`src/rtl/inst_pipe_ctrl.sv`:
```
// Instruction-word pipeline control for a 5-stage RV32I core.
// Holds the IF/ID, ID/EX, EX/MEM and MEM/WB instruction registers, detects load-use
// hazards, inserts bubbles, applies branch flushes and memory freezes, and keeps
// saturating stall/flush event counters.
module inst_pipe_ctrl #(
    parameter logic [31:0] NOP_INST = 32'h00000013,
    parameter int unsigned CNT_W    = 16
) (
    input  logic             clk,
    input  logic             rstn,       // synchronous, active-high
    input  logic [31:0]      if_inst,
    input  logic             if_valid,
    input  logic             mem_ready,
    input  logic             flush_ex,
    output logic [31:0]      I2,
    output logic [31:0]      I3,
    output logic [31:0]      I4,
    output logic [31:0]      I5,
    output logic             pc_we,
    output logic             stall_lu,
    output logic [CNT_W-1:0] stall_cnt,
    output logic [CNT_W-1:0] flush_cnt
);

    localparam logic [6:0] OpLoad  = 7'b0000011;
    localparam logic [6:0] OpLui   = 7'b0110111;
    localparam logic [6:0] OpAuipc = 7'b0010111;
    localparam logic [6:0] OpJal   = 7'b1101111;
    localparam logic [6:0] OpReg   = 7'b0110011;
    localparam logic [6:0] OpStore = 7'b0100011;
    localparam logic [6:0] OpBr    = 7'b1100011;

    localparam logic [CNT_W-1:0] CntMax = {CNT_W{1'b1}};
    localparam logic [CNT_W-1:0] CntOne = {{(CNT_W-1){1'b0}}, 1'b1};

    logic [31:0]      r_i2, r_i3, r_i4, r_i5;
    logic [CNT_W-1:0] r_stall_cnt, r_flush_cnt;

    logic [6:0] w_i2_op;
    logic [6:0] w_i3_op;
    logic [4:0] w_i3_rd;
    logic       w_uses_rs1;
    logic       w_uses_rs2;
    logic       w_hazard;
    logic       w_stall_lu;

    assign w_i2_op = r_i2[6:0];
    assign w_i3_op = r_i3[6:0];
    assign w_i3_rd = r_i3[11:7];

    // Decode which source registers the instruction in IF/ID actually reads.
    always_comb begin
        w_uses_rs1 = !((w_i2_op == OpLui) || (w_i2_op == OpAuipc) || (w_i2_op == OpJal));
        w_uses_rs2 = (w_i2_op == OpReg) || (w_i2_op == OpStore) || (w_i2_op == OpBr);
        w_hazard   = (w_uses_rs1 && (r_i2[19:15] == w_i3_rd)) ||
                     (w_uses_rs2 && (r_i2[24:20] == w_i3_rd));
        // A load to x0 produces nothing to wait for, so bubbles never trigger a stall.
        w_stall_lu = (w_i3_op == OpLoad) && (w_i3_rd != 5'd0) && w_hazard;
    end

    assign stall_lu  = w_stall_lu;
    assign pc_we     = mem_ready & (flush_ex | ~w_stall_lu);
    assign I2        = r_i2;
    assign I3        = r_i3;
    assign I4        = r_i4;
    assign I5        = r_i5;
    assign stall_cnt = r_stall_cnt;
    assign flush_cnt = r_flush_cnt;

    // Pipeline advance with priority: reset, freeze, flush, load-use bubble, normal advance.
    always_ff @(posedge clk) begin
        if (rstn) begin
            r_i2        <= NOP_INST;
            r_i3        <= NOP_INST;
            r_i4        <= NOP_INST;
            r_i5        <= NOP_INST;
            r_stall_cnt <= '0;
            r_flush_cnt <= '0;
        end else if (!mem_ready) begin
            r_i2 <= r_i2;
        end else if (flush_ex) begin
            // Any concurrent load-use stall is moot: the dependent instruction is squashed.
            r_i2 <= NOP_INST;
            r_i3 <= NOP_INST;
            r_i4 <= r_i3;
            r_i5 <= r_i4;
            if (r_flush_cnt != CntMax) begin
                r_flush_cnt <= r_flush_cnt + CntOne;
            end
        end else if (w_stall_lu) begin
            r_i3 <= NOP_INST;
            r_i4 <= r_i3;
            r_i5 <= r_i4;
            if (r_stall_cnt != CntMax) begin
                r_stall_cnt <= r_stall_cnt + CntOne;
            end
        end else begin
            r_i2 <= if_valid ? if_inst : NOP_INST;
            r_i3 <= r_i2;
            r_i4 <= r_i3;
            r_i5 <= r_i4;
        end
    end

endmodule

```
`config.mk`:
```
export PLATFORM = sky130hd
export DESIGN_NAME = inst_pipe_ctrl
export DESIGN_NICKNAME = d
export VERILOG_FILES = /design/src/rtl/inst_pipe_ctrl.sv
export SDC_FILE = /design/constraint.sdc
export NUM_CORES = 1
export LEC_CHECK = 0
export BUFFER_PORTS_ARGS = -buffer_cell sky130_fd_sc_hd__buf_2
export CAP_MARGIN = 20
export CELL_PAD_IN_SITES_DETAIL_PLACEMENT = 1
export CELL_PAD_IN_SITES_GLOBAL_PLACEMENT = 2
export CORE_ASPECT_RATIO = 1.75
export CORE_MARGIN = 10
export CORE_UTILIZATION = 30
export DETAILED_ROUTE_END_ITERATION = 6
export HOLD_SLACK_MARGIN = 0.02
export PLACE_DENSITY = 0.86
export SLEW_MARGIN = 0
export SYNTH_ARGS = -nofsm -noshare
export SYNTH_HDL_FRONTEND = slang
export SYNTH_SLANG_ARGS = --single-unit
```
`constraint.sdc`:
```
create_clock -name clk -period 2.2 [get_ports clk]
set_input_delay 0 -clock clk [delete_from_list [all_inputs] [get_ports clk]]
set_output_delay 0 -clock clk [all_outputs]
set_load 0.01 [all_outputs]
```
# ---- Word level (Yosys, flattened, before mapping)
# Cells that the tools add are included.
dict set report classes {
  addsub 2
  n_mul 0
  div_mod_pow 0
  order_cmp 0
  eq_ne 12
  shift 0
  n_mux 5
  n_bitwise 4
  n_reduce_logical 14
}
# op n
set ops {}
lappend ops {{$mux 32} 5}
lappend ops {{$add 16x1->16 const B} 2}
lappend ops {{$ne 16x16->1 const B} 2}
lappend ops {{$eq 7x6->1 const B} 3}
lappend ops {{$eq 7x7->1 const B} 2}
lappend ops {{$eq 5x5->1} 2}
lappend ops {{$eq 7x2->1 const B} 1}
lappend ops {{$eq 7x5->1 const B} 1}
lappend ops {{$logic_or 1x1->1} 5}
lappend ops {{$reduce_bool 5->1} 1}
lappend ops {{$logic_and 1x1->1} 4}
lappend ops {{$reduce_and 4->1} 1}
lappend ops {{$reduce_and 3->1} 1}
lappend ops {{$ne 2x2->1 const B} 1}
lappend ops {{$not 1->1} 2}
lappend ops {{$reduce_and 2->1} 1}
lappend ops {{$and 1x1->1} 1}
lappend ops {{$logic_not 1->1} 1}
lappend ops {{$or 1x1->1} 1}
dict set report word_totals {
  regBits 160
  latchBits 0
  ramBits 0
  romBits 0
  inputBits 37
  out_inout_bits 162
  elab_cells 43
  n_memories 0
}

# ---- Logic depth before layout (Yosys ltp)
dict set report logic_depth {
  word_depth 10
  ltp_mapped 8
}

# ---- Worst setup path after synthesis
# Ideal clock, no wire load.
dict set report synth_path {
  path_kind {register to register}
  from {reg r_i3[7], in the netlist I3[7]}
  to {reg r_i2[0], in the netlist I2[0]}
  arrival_time_ns 1.974
  required_ns 2.059
  slack_ns 0.084
  path_stages_with_launch 8
  n_path_buf 1
  synth_period_minus_slack_ns 2.116
  cell_sequence {dfxtp_1 or4_1 o211ai_2 o21bai_4 inv_4 nor4b_4 buf_6 a22oi_1}
}
dict set report synth_via {
  elab_chain_len 6
}
# element line_no
set synth_rtl {}
lappend synth_rtl {{from (decl)} 36} ;# logic [31:0] r_i2, r_i3, r_i4, r_i5;
lappend synth_rtl {{from (signal assigned)} 99} ;# r_i3 <= r_i2;
lappend synth_rtl {{$eq 5x5->1, on equally long branches} {55, 56}}
lappend synth_rtl {{$logic_and 1x1->1, on equally long branches} {55, 56}}
lappend synth_rtl {{$logic_or 1x1->1} 55} ;# w_hazard = (w_uses_rs1 && (r_i2[19:15] == w_i3_rd)) ||
lappend synth_rtl {{$logic_and 1x1->1 (*)} 58} ;# w_stall_lu = (w_i3_op == OpLoad) && (w_i3_rd != 5'd0) && w_hazard;
lappend synth_rtl {{named net stall_lu} 20} ;# output logic stall_lu,
lappend synth_rtl {{$ne 2x2->1 (no source line) (*)} n/a}
lappend synth_rtl {{$reduce_and 2->1 (no source line) (*)} n/a}
lappend synth_rtl {{to (signal assigned)} 80} ;# r_i2 <= r_i2;
lappend synth_rtl {{to (signal assigned)} 98} ;# r_i2 <= if_valid ? if_inst : NOP_INST;
lappend synth_rtl {{to (decl)} 36}
# The timed path passes the listed nets; every way through them passes the cells marked *.
# A chain may end at the register's enable or synchronous reset.

# ---- Final worst setup path
dict set report layout_path {
  from {reg r_i3[7], in the netlist I3[7]}
  to {reg r_i2[4], in the netlist I2[4]}
}
dict set report layout_via {
  elab_chain_len 6
}
# element line_no
set layout_rtl {}
lappend layout_rtl {{$eq 5x5->1, on equally long branches} {55, 56}}
lappend layout_rtl {{$logic_and 1x1->1, on equally long branches} {55, 56}}
lappend layout_rtl {{$logic_or 1x1->1} 55}
lappend layout_rtl {{$logic_and 1x1->1 (*)} 58}
lappend layout_rtl {{$ne 2x2->1 (no source line) (*)} n/a}
lappend layout_rtl {{$reduce_and 2->1 (no source line) (*)} n/a}
# Mark *: on every way between the ends. The rest lies on a longest branch, timed or not.

==> reports/results.txt <==
Core box area = 0.0204 mm2
Top-count cell post-synth = dfxtp_1
Number of synthesized flops with an enable pin = 0
Rel. slew slack = 0.456
CTS H-Tree Depth = 4
Clock power frac = 0.490
CTS Buffer Depth = 2
M1 wire length = 8.40 mm
Post-DP HPWL = 16.5 mm
Critical path type = reg -> reg
Ports = 199
Yosys top cell area share = 0.516
Worst-path clk slew = 0.06 ns
Die Y = 210 um
Worst EP arrival = 2.40 ns
Global route overflow = 0
Reg area = 0.00321 mm2
Gr usage total = 0.166
Synth Cell Area = 0.00620 mm2
Dpl cells = 1,067
Die W = 129 um
Net Sw Frac = 0.226
Antenna Nets Post-Route = 0
Setup crit start = I3[7]
Via count = 5,707
Worst r2r src = I3[7]
Sum of negative setup slack = 0 ns
Mux contribution to synthesized area = 0.110
Pre-CTS WS = -0.0164 ns
Hold WC Path Type = in -> reg
Critical path required time = 2.46 ns
Synth-to-layout area growth = 40.4%
Top_reg_cell synth = dfxtp_1
Final Skew = 0.00929 ns
Worst hold slack = 0.0612 ns
CTS Sinks = 160
Cell variety after synth = 46
Comb power frac = 0.058
Worst-Margin Slew = 0.814 ns
Hold Startpoint = flush_ex
Register area share after synthesis = 0.516
Max Fclk = 466 MHz
Reg-to-reg slack, setup = 0.05 ns
# diodes = 0
TritonCTS Buffers = 17
Post-Synth Adder-Cell Area = 0.00403
Area leader, netlist = dfxtp_1
Initial Util = 0.304
Number of global-route vias before repair = 6,225
Uppermost layer routed = met4
# nets final = 915
First-iteration detailed-routing DRC count = 267
IO buf count = 198
Via density = 5.02
Final setup viols = 0
Post-synthesis async set-or-reset flop share = 0
Clk_lat worst skew = 0.42 ns
DR WL/cell = 19.9 um
Clock tree root driver cell = clkbuf_16
Pins Over Slew Limit = 0
Syn Area/Cell = 9.88 um2
Pwr dens = 749 mW/mm2
# fillers = 2,348
Internal power = 0.00505 W
Minimum clock period = 2.15 ns
Status = complete, no violations
Psw = 0.00147 W
Initial antenna violation count = 0
Syn Nets = 667
Leak = 3.99 nW
Startpoint Class = flop
Fin crit share = 0.975
DRC violations left = 0
Yosys warnings = 0
DIE AREA = 0.0271 mm2
Max cap viols = 0
Synth cell count leaders = dfxtp_1 (160), nor2_1 (122), mux2i_1 (60), clkbuf_1 (33)
Synth Area in Compound Gates = 0.130
Total wire length = 22.6 mm
Seq pwr share = 0.452
FP Rows = 69
Yosys reg bits = 160
RSZ-0062 raised after global routing = yes
Largest cells by area after synthesis = dfxtp_1 (52%), mux2i_1 (9.7%), nor2_1 (7.4%)
Critical path endpoint category = flop
Area after DPL = 0.00762 mm2
Largest family of logic cells by synthesized area = simple AND/OR/NAND/NOR gates
Non-filler cells, final = 1,137
Worst vdd ir = 0.000414 V
PnR worst setup slack = 0.0540 ns
First-pass GRT wire length = 35.0 mm
GPL Wtd Cong = 0.791
Met3 routed WL = 1.10 mm
Cell count after synthesis = 628
Multi-input gate area = 0.00285 mm2
CP max FO = 15
Final instance area = 0.00871 mm2
Simple-gate share of the synthesized area = 0.172
Synth Area in XOR/XNOR = 0.0311
Largest net degree at the start of global routing = 62
Share of cells above drive strength 1 = 0.331
Drt first pass iters = 4
Final hold vios = 0
Met2 Routed Length = 12.6 mm
TritonCTS clock tree = yes
[final cells by class]
type | count | area share
clock buffer | 19 | 0.0520
timing repair buffer | 271 | 0.191
multi-input combinational | 416 | 0.328
inverter | 10 | 0.00460
tap | 248 | 0.0356
sequential | 160 | 0.368
clock inverter | 13 | 0.0211
[power groups by stage]
stage          registers, W  clock network, W  logic, W
3_3_place_gp        0.00302                 0  0.000322
3_5_place_dp        0.00302                 0  0.000327
5_1_grt             0.00296           0.00340  0.000412
4_1_cts             0.00295           0.00327  0.000379
2_1_floorplan       0.00303                 0  0.000174
6_report            0.00295           0.00319  0.000379
[metal layers]
metal  track usage  vias up
li1              -     2737
met1         0.167     2807
met2         0.312      132
met3        0.0425       31
met4        0.0677        0
met5             0        -
[logic make-up (layout without fill, tap and decap cells)]
kind of cell / after synthesis / after routing
compound gates: 100 / 100
buf+inv: 52 / 313
mux: 67 / 67
simple gates: 225 / 225
xor+xnor: 22 / 22
flops: 160 / 160
fa+ha+maj: 2 / 2
[path summary, 6_finish.rpt]
path,end,cells after the start
worst max register to register,I2[4],8
worst min register to register,I5[4],1
worst min-delay path,flush_cnt[2],3
worst max-delay path,I2[4],8
[critical path, stage by stage, from the launching register on]
cell and delay [ns]:
dfxtp_2 0.32, or4_4 0.54, o211ai_4 0.20, o21bai_4 0.20
inv_4 0.10, nor4b_4 0.21, buf_4 0.19, buf_12 0.15
a22oi_1 0.09
[sequential cells by signal, indices dropped and copies added (netlist names)]
register and count:
flush_cnt 16, I2 32, I5 32, I4 32, stall_cnt 16, I3 32
[what timing repair did]
item	CTS	global route
hold buffers	34	0
setup buffers	0	3
cloned	0	1
hold endpoints to repair	49	0
setup endpoints to repair	3	42
resized for setup	4	10
pin swaps	0	2
[through the flow]
step           power, W   util
6_report        0.00653  0.427
2_1_floorplan   0.00320      -
5_1_grt         0.00676  0.427
4_1_cts         0.00660  0.423
3_5_place_dp    0.00334  0.374
3_3_place_gp    0.00334  0.374
[layout by cell type (no fill, tap or decap), types with 15 or more instances in the layout]
cell type,n
nor2_1,121
clkbuf_16,18
dlygate4sd3_1,34
xnor2_1,15
a32oi_1,29
nand2_1,18
mux2i_1,60
a22o_1,29
buf_2,196
dfxtp_1,157
buf_4,38
(Power assumes the default switching activity.)
